<file path="src/rtl/multiplicador_seq8x8_pkg.sv">
// Shared ALU constants: datapath width, shift-add iteration count and the
// FSM state encoding used by the sequential multiplier.
package multiplicador_seq8x8_pkg;

  localparam int DATA_W = 8;
  localparam int ITER_N = 8;
  localparam int CNT_W  = $clog2(ITER_N + 1);
  localparam int PROD_W = 2 * DATA_W;

  typedef enum logic [1:0] {
    IDLE = 2'b00,
    CALC = 2'b01,
    DONE = 2'b10
  } state_t;

endpackage : multiplicador_seq8x8_pkg

</file>
<file path="src/rtl/mux2_8.sv">
// 8-bit 2:1 multiplexer: y = sel ? d1 : d0.
module mux2_8
  import multiplicador_seq8x8_pkg::*;
(
  input  logic              sel,
  input  logic [DATA_W-1:0] d0,
  input  logic [DATA_W-1:0] d1,
  output logic [DATA_W-1:0] y
);

  assign y = sel ? d1 : d0;

endmodule : mux2_8

</file>
<file path="src/rtl/somador8.sv">
// 8-bit ripple-carry adder: a + b -> 9-bit sum, the MSB being the carry out.
module somador8
  import multiplicador_seq8x8_pkg::*;
(
  input  logic [DATA_W-1:0] a,
  input  logic [DATA_W-1:0] b,
  output logic [DATA_W:0]   sum
);

  logic [DATA_W:0] carry;

  assign carry[0] = 1'b0;

  // One full adder per bit, carry rippling from LSB to MSB.
  for (genvar i = 0; i < DATA_W; i++) begin : g_fa
    assign sum[i]     = a[i] ^ b[i] ^ carry[i];
    assign carry[i+1] = (a[i] & b[i]) | (carry[i] & (a[i] ^ b[i]));
  end

  assign sum[DATA_W] = carry[DATA_W];

endmodule : somador8

</file>
<file path="src/rtl/multiplicador_seq8x8.sv">
// Sequential 8x8 unsigned shift-add multiplier. A start in IDLE captures the
// operands; eight CALC cycles add-and-shift {carry, acc, multiplier}; DONE
// pulses done for one cycle with the registered product and overflow flag.
module multiplicador_seq8x8
  import multiplicador_seq8x8_pkg::*;
(
  input  logic              clk,
  input  logic              rst,
  input  logic              start,
  input  logic [DATA_W-1:0] A,
  input  logic [DATA_W-1:0] B,
  output logic [PROD_W-1:0] P,
  output logic              busy,
  output logic              done,
  output logic              overflow
);

  state_t              state;
  state_t              state_next;
  logic [DATA_W-1:0]   mcand;
  logic [DATA_W-1:0]   mplier;
  logic [PROD_W-1:0]   acc;
  logic [CNT_W-1:0]    cnt;

  logic [DATA_W:0]     sum;
  logic [DATA_W-1:0]   high_sel;
  logic                carry;
  logic [PROD_W-1:0]   acc_shift;
  logic [DATA_W-1:0]   mplier_shift;
  logic                last_iter;

  somador8 u_somador8 (
    .a   (mcand),
    .b   (acc[PROD_W-1:DATA_W]),
    .sum (sum)
  );

  // Keep the upper accumulator half unless the current multiplier bit is set.
  mux2_8 u_mux2_8 (
    .sel (mplier[0]),
    .d0  (acc[PROD_W-1:DATA_W]),
    .d1  (sum[DATA_W-1:0]),
    .y   (high_sel)
  );

  // The carry only enters the shift when the add actually happened.
  assign carry        = mplier[0] & sum[DATA_W];
  assign acc_shift    = {carry, high_sel, acc[DATA_W-1:1]};
  assign mplier_shift = {acc[0], mplier[DATA_W-1:1]};
  assign last_iter    = (cnt == CNT_W'(1));

  // State register; reset wins over any pending start.
  always_ff @(posedge clk) begin
    // NOTE: sequential state uses non-blocking assignments so every register
    // samples pre-edge values, independent of block ordering.
    if (rst) begin
      state <= IDLE;
    end else begin
      state <= state_next;
    end
  end

  // Next-state decode and state-derived outputs.
  always_comb begin
    // NOTE: every output gets a default before the case so no path leaves a
    // signal unassigned, which would otherwise infer a latch.
    state_next = state;
    busy       = 1'b0;
    done       = 1'b0;
    unique case (state)
      IDLE: begin
        if (start) state_next = CALC;
      end
      CALC: begin
        busy = 1'b1;
        if (last_iter) state_next = DONE;
      end
      DONE: begin
        done       = 1'b1;
        state_next = IDLE;
      end
      default: state_next = IDLE;
    endcase
  end

  // Operand capture, add-and-shift iterations and result register.
  always_ff @(posedge clk) begin
    // NOTE: the datapath registers are reset too: an abort must leave P at
    // zero and no stale operands or partial sums behind.
    if (rst) begin
      mcand    <= '0;
      mplier   <= '0;
      acc      <= '0;
      cnt      <= '0;
      P        <= '0;
      overflow <= 1'b0;
    end else begin
      unique case (state)
        IDLE: begin
          if (start) begin
            mcand  <= A;
            mplier <= B;
            acc    <= '0;
            cnt    <= CNT_W'(ITER_N);
          end
        end
        CALC: begin
          acc    <= acc_shift;
          mplier <= mplier_shift;
          cnt    <= cnt - CNT_W'(1);
          // P only ever sees the finished product, never a partial sum.
          if (last_iter) begin
            P        <= acc_shift;
            overflow <= |acc_shift[PROD_W-1:DATA_W];
          end
        end
        default: ;
      endcase
    end
  end

endmodule : multiplicador_seq8x8
</file>
<file path="config.mk">
export PLATFORM = sky130hd
export DESIGN_NAME = multiplicador_seq8x8
export DESIGN_NICKNAME = d
export VERILOG_FILES = /design/src/rtl/multiplicador_seq8x8_pkg.sv /design/src/rtl/mux2_8.sv /design/src/rtl/somador8.sv /design/src/rtl/multiplicador_seq8x8.sv
export SDC_FILE = /design/constraint.sdc
export NUM_CORES = 1
export LEC_CHECK = 0
export CELL_PAD_IN_SITES_DETAIL_PLACEMENT = 1
export CELL_PAD_IN_SITES_GLOBAL_PLACEMENT = 1
export CORE_MARGIN = 2
export CORE_UTILIZATION = 36
export DETAILED_ROUTE_END_ITERATION = 10
export PLACE_DENSITY_LB_ADDON = 0.1
export SYNTH_ARGS = -nofsm -noshare
export SYNTH_HDL_FRONTEND = slang
export SYNTH_HIERARCHICAL = 1
export SYNTH_SLANG_ARGS = --single-unit
</file>
<file path="constraint.sdc">
create_clock -name clk -period 3.6 [get_ports clk]
set_clock_uncertainty 0.05 [all_clocks]
set_input_delay 0.36 -clock clk [delete_from_list [all_inputs] [get_ports clk]]
set_output_delay 0.36 -clock clk [all_outputs]
set_load 0.02 [all_outputs]
</file>
# After elaboration in Yosys (flattened, before gate mapping)
# Index checks and enable logic that the tools add are counted.
# op_classes
addsub,1
reduce_logical,7
bitwise_logic,38
n_mux,12
n_eq_ne,5
# op_table
op,n
16-bit one-hot mux with 2 select lines,1
1-bit bitwise AND,16
16-bit two-way mux,1
8-bit two-way mux,2
8-bit one-hot mux with 2 select lines,1
1-bit XOR,15
4-bit one-hot mux with 2 select lines,1
2-bit AND reduction,4
8-bit OR reduction,1
1-bit OR,7
4-bit by 1-bit equality test with 1-bit output (second input constant),1
2-bit two-way mux,2
4-bit two-way mux,1
2-bit != test (second input constant),2
2-bit one-hot mux with 2 select lines,1
4-bit by 1-bit subtractor with 4-bit output (second input constant),1
2-bit by 1-bit equality test with 1-bit output (second input constant),1
2-bit equality test (second input constant),1
2-bit zero test,1
1-bit two-way mux,2
2-bit nonzero test,1
# totals
wordCells,70
inputBits,19
out_inout_bits,19
ff_bits,55

# Longest topological paths before layout
# depth
depth_word,17
mapped_depth,15
ltp_nobuf,15

# Hierarchy
# Netlist, hierarchy kept.
# by_module_without_submodules
module,n_inst,area_per_inst_um2,seq_area_each_um2,cells_each
multiplicador_seq8x8,1,2033.2,1101.1,218
somador8,1,190.2,0.0,18
mux2_8,1,131.4,0.0,9

# Least setup slack after synthesis
# OpenSTA, ideal clock, no wires.
# synth_path
kind,register to register
from,reg mcand[0]
to,reg overflow
n_path_buf,0
arrival_ns,3.790
setup_time_ns,0.134
synth_period_minus_slack_ns,3.975
stages_incl_launch_ff,14
required_ns,3.416
path_slack_ns,-0.375
path_cell_list,dfxtp_1 -> ha_1 -> inv_1 -> fa_1 -> inv_1 -> fa_1 -> fa_1 -> fa_1 -> fa_1 -> fa_1 -> mux2_4 -> or4_1 -> a2111oi_0 -> a211oi_1
# synth_between
elab_cells_between_ends,25
classes_between,mux: 1; bitwise: 23; reduce/logical: 1
# synth_rtl
element,line,rtl
from (decl),multiplicador_seq8x8.sv:20,logic [DATA_W-1:0] mcand;
from (signal assigned),multiplicador_seq8x8.sv:91,mcand <= '0;
from (signal assigned),multiplicador_seq8x8.sv:101,mcand <= A;
1-bit bitwise AND (2 in a row),somador8.sv:17,assign carry[i+1] = (a[i] & b[i]) | (carry[i] & (a[i] ^ b[i]));
1-bit OR,somador8.sv:17,
1-bit bitwise AND,somador8.sv:17,
1-bit OR,somador8.sv:17,
1-bit bitwise AND,somador8.sv:17,
1-bit OR,somador8.sv:17,
1-bit bitwise AND,somador8.sv:17,
1-bit OR,somador8.sv:17,
1-bit bitwise AND,somador8.sv:17,
1-bit OR,somador8.sv:17,
1-bit XOR,somador8.sv:16,assign sum[i] = a[i] ^ b[i] ^ carry[i];
via sum[6],multiplicador_seq8x8.sv:25,logic [DATA_W:0] sum;
8-bit two-way mux,mux2_8.sv:11,assign y = sel ? d1 : d0;
via high_sel[6],multiplicador_seq8x8.sv:26,logic [DATA_W-1:0] high_sel;
8-bit OR reduction,multiplicador_seq8x8.sv:114,overflow <= |acc_shift[PROD_W-1:DATA_W];
to (signal assigned),multiplicador_seq8x8.sv:114,
to (decl),multiplicador_seq8x8.sv:15,output logic overflow
# The timed path passes the listed nets, and every way through them passes these cells.
# A chain may end at the register's enable or synchronous reset.

# Worst setup path in the final report
# Same ends and word-level chain as after synthesis.

==> out/metrics.yaml <==
run_status:
  status: "complete, but fails checks"
  violations: "setup timing"
floorplanning:
  core_sq_mm: 0.006350
  die_area_sq_mm: 0.007204
  ios: 38
  rows: 29
  start_util: 0.3708
  die_w_um: 84.88
  die_y_um: 84.88
critical_path:
  cp-end-kind: "flop"
  path_common_cell: "fa_2"
  worst_path_largest_cell_delay_ns: 0.43
  crit_buf_inv: 2
  arrival_ns: 3.87
  start_kind: "flop"
  path_cells: "ha_4 -> inv_2 -> fa_2 -> inv_1 -> fa_2 -> fa_2 -> fa_2 -> fa_2 -> fa_2 -> mux2_4 -> or4_4 -> a2111oi_4 -> a211oi_1"
  slowest_stage: "or4_4"
  worstPathRequired_ns: 3.74
  cp_max_fo: 2
  crit_family: "adder cells"
  path_class: "reg -> reg"
layout:
  layout-drive-gt1-share: 0.1873
  nNetsFinal: 311
  syn2layout_area_growth_pct: 25.24
  post-route-util: 0.4644
  antennaDiodeCount: 0
  final_common_cell: "dfxtp_1"
  final_cells: 360
  layout_common_cells: "dfxtp_1 (53), nand2_1 (41), a21oi_1 (38), clkdlybuf4s50_1 (37), nand3_1 (19)"
drt:
  wl_per_cell_um: 15.49
  viasPerCell: 5.164
  ant_nets: 0
  vias: 1859
  drc: 0
  drt_iter0_drc: 52
  route.final.wire_length_um: 5576
  dr.pass1.iters: 4
global_routing:
  grt_util_met3: 0.03016
  grt_usage: 0.1650
  grt_pass1_vias: 1846
  antenna_found_initial: 0
  busiest_layer: "met2"
  grt_pass1_wl_um: 9321
  grtUsageMet1: 0.1989
  grt_max_degree: 34
  grt_use_met2: 0.2906
  grt_overflow: 0
logic_synthesis:
  syn_area_sq_mm: 0.002355
  ys_types: 36
  syn_inst: 245
  syn_area_per_cell_sq_um: 9.611
  synth_top_cell_area_share: 0.4676
  yosysSeqAreaShare: 0.4676
  synth.area.top_cells: "dfxtp_1 (47%), a21oi_1 (8.1%), nand2_1 (6.5%)"
  synth_fp_nets: 274
  ys_warn_count: 6
  ys_seq_elements: 55
  synth_top_area_cell: "dfxtp_1"
timing:
  fmax_mhz: 267.8
  drv_slew: 0
  worst_slew_pin_slew_ns: 0.9689
  slew_headroom: 0.3541
  hold_viol: 0
  min_period_ns: 3.734
  fin_worst_hold_slack_ns: 0.4124
  setup_viol: 1
  rsz0062_at_grt: "true"
  setup_ws_ns: -0.1337
  finalCritPeriodShare: 1.037
clock_tree:
  cts_tree: "yes"
  clkLatencyLatePin_ns: 0.31
  clock-sinks: 55
  clkSlewWorstSetupHoldPaths_ns: 0.10
  post_cts_buffers: 0
  cts_root_buf: "clkbuf_8"
  cts-buffers-inserted: 5
  h-tree-depth: 2
  cts_buffer_depth: 2
pwr:
  ir_worst_vdd_mv: 0.2280
  powerDensity_mw_per_mm2: 393.8
  leakagePower_nw: 1.066
min_path:
  hp-class: "reg -> reg"
flow_run:
  drv_cap: 0
placement:
  port_buffers: 37
  gp_congestion: 0.7218
  dp_hpwl_um: 3818
  placed_cells: 352
-- worst min-delay path: cells and delay by family (launching register included) --
kind	cells	cell delay, ns
compound gates	1	0.05
flops	1	0.32
simple gates	1	0.05
-- registers in the layout (all words and copies together) (netlist names) --
| signal | count |
|---|---|
| P | 16 |
| state | 2 |
| cnt | 4 |
| mcand | 8 |
| mplier | 8 |
| overflow | 1 |
| acc | 16 |
-- routing by layer --
layer	share of wire	vias to the layer above
li1	-	924
met1	0.45	898
met2	0.50	29
met3	0.029	8
met4	0.017	0
met5	0	-
-- cells by family after synthesis --
group           share of synthesized area
buf+inv                           0.06004
simple gates                       0.1562
compound gates                     0.1897
fa+ha+maj                         0.07545
mux                               0.05101
flops                              0.4676
-- area by class of cell --
type / instances / area, sq um
Fill cell: 707 / 3401
Multi-Input combinational cell: 161 / 1162
Sequential cell: 55 / 1104
Timing Repair Buffer: 46 / 437.9
Clock buffer: 8 / 100.1
Tap cell: 77 / 96.34
Inverter: 13 / 48.80
-- cell usage after synthesis (all sizes together) --
master	instances
nand2	41
nor3b	2
or3b	2
nand3	19
ha	3
nand2b	2
a2111oi	1
a22o	15
a311oi	1
fa	7
buf	12
or2	1
nand3b	1
nor2b	1
o21bai	1
a22oi	8
clkbuf	4
dfxtp	55
inv	13
a211oi	2
nor3	3
a21oi	39
nor2	1
o21ai	1
nand4	1
or4	1
mux2	8
-- power breakdown --
group          internal [mW]  switching (mW)
clock                  0.176           0.201
sequential             0.627          0.0198
combinational         0.0570          0.0802
total                  0.860           0.301
-- final timing paths --
check                 start        end  slack, ns  cells past startpoint
setup / recovery   mcand[0]   overflow      -0.13                     13
hold / removal    mplier[1]  mplier[1]       0.41                      2
setup reg to reg   mcand[0]   overflow      -0.13                     13
hold reg to reg   mplier[1]  mplier[1]       0.41                      2
-- timing repair --
item | CTS | global route
pin swaps | 5 | 1
cloned | 0 | 0
gates resized for setup | 1 | 7
hold endpoints to repair | 0 | 0
endpoints found under the setup margin | 3 | 3
hold buffers | 0 | 0
-- metrics by stage --
| step | TNS [ns] | total power, mW | cell area (sq um) | setup WS [ns] |
|---|---|---|---|---|
| after floorplan | -0.2052 | 0.7476 | 2387 | -0.2052 |
| after global placement | -0.2818 | 0.7958 | 2829 | -0.2818 |
| after detailed placement | -0.3476 | 0.8002 | 2829 | -0.3476 |
| after CTS | -0.2056 | 1.180 | 2930 | -0.2056 |
| after global routing | -0.2275 | 1.220 | 2949 | -0.2228 |
| final | -0.1337 | 1.161 | 2949 | -0.1337 |
Power figures use the tool's default switching activity.
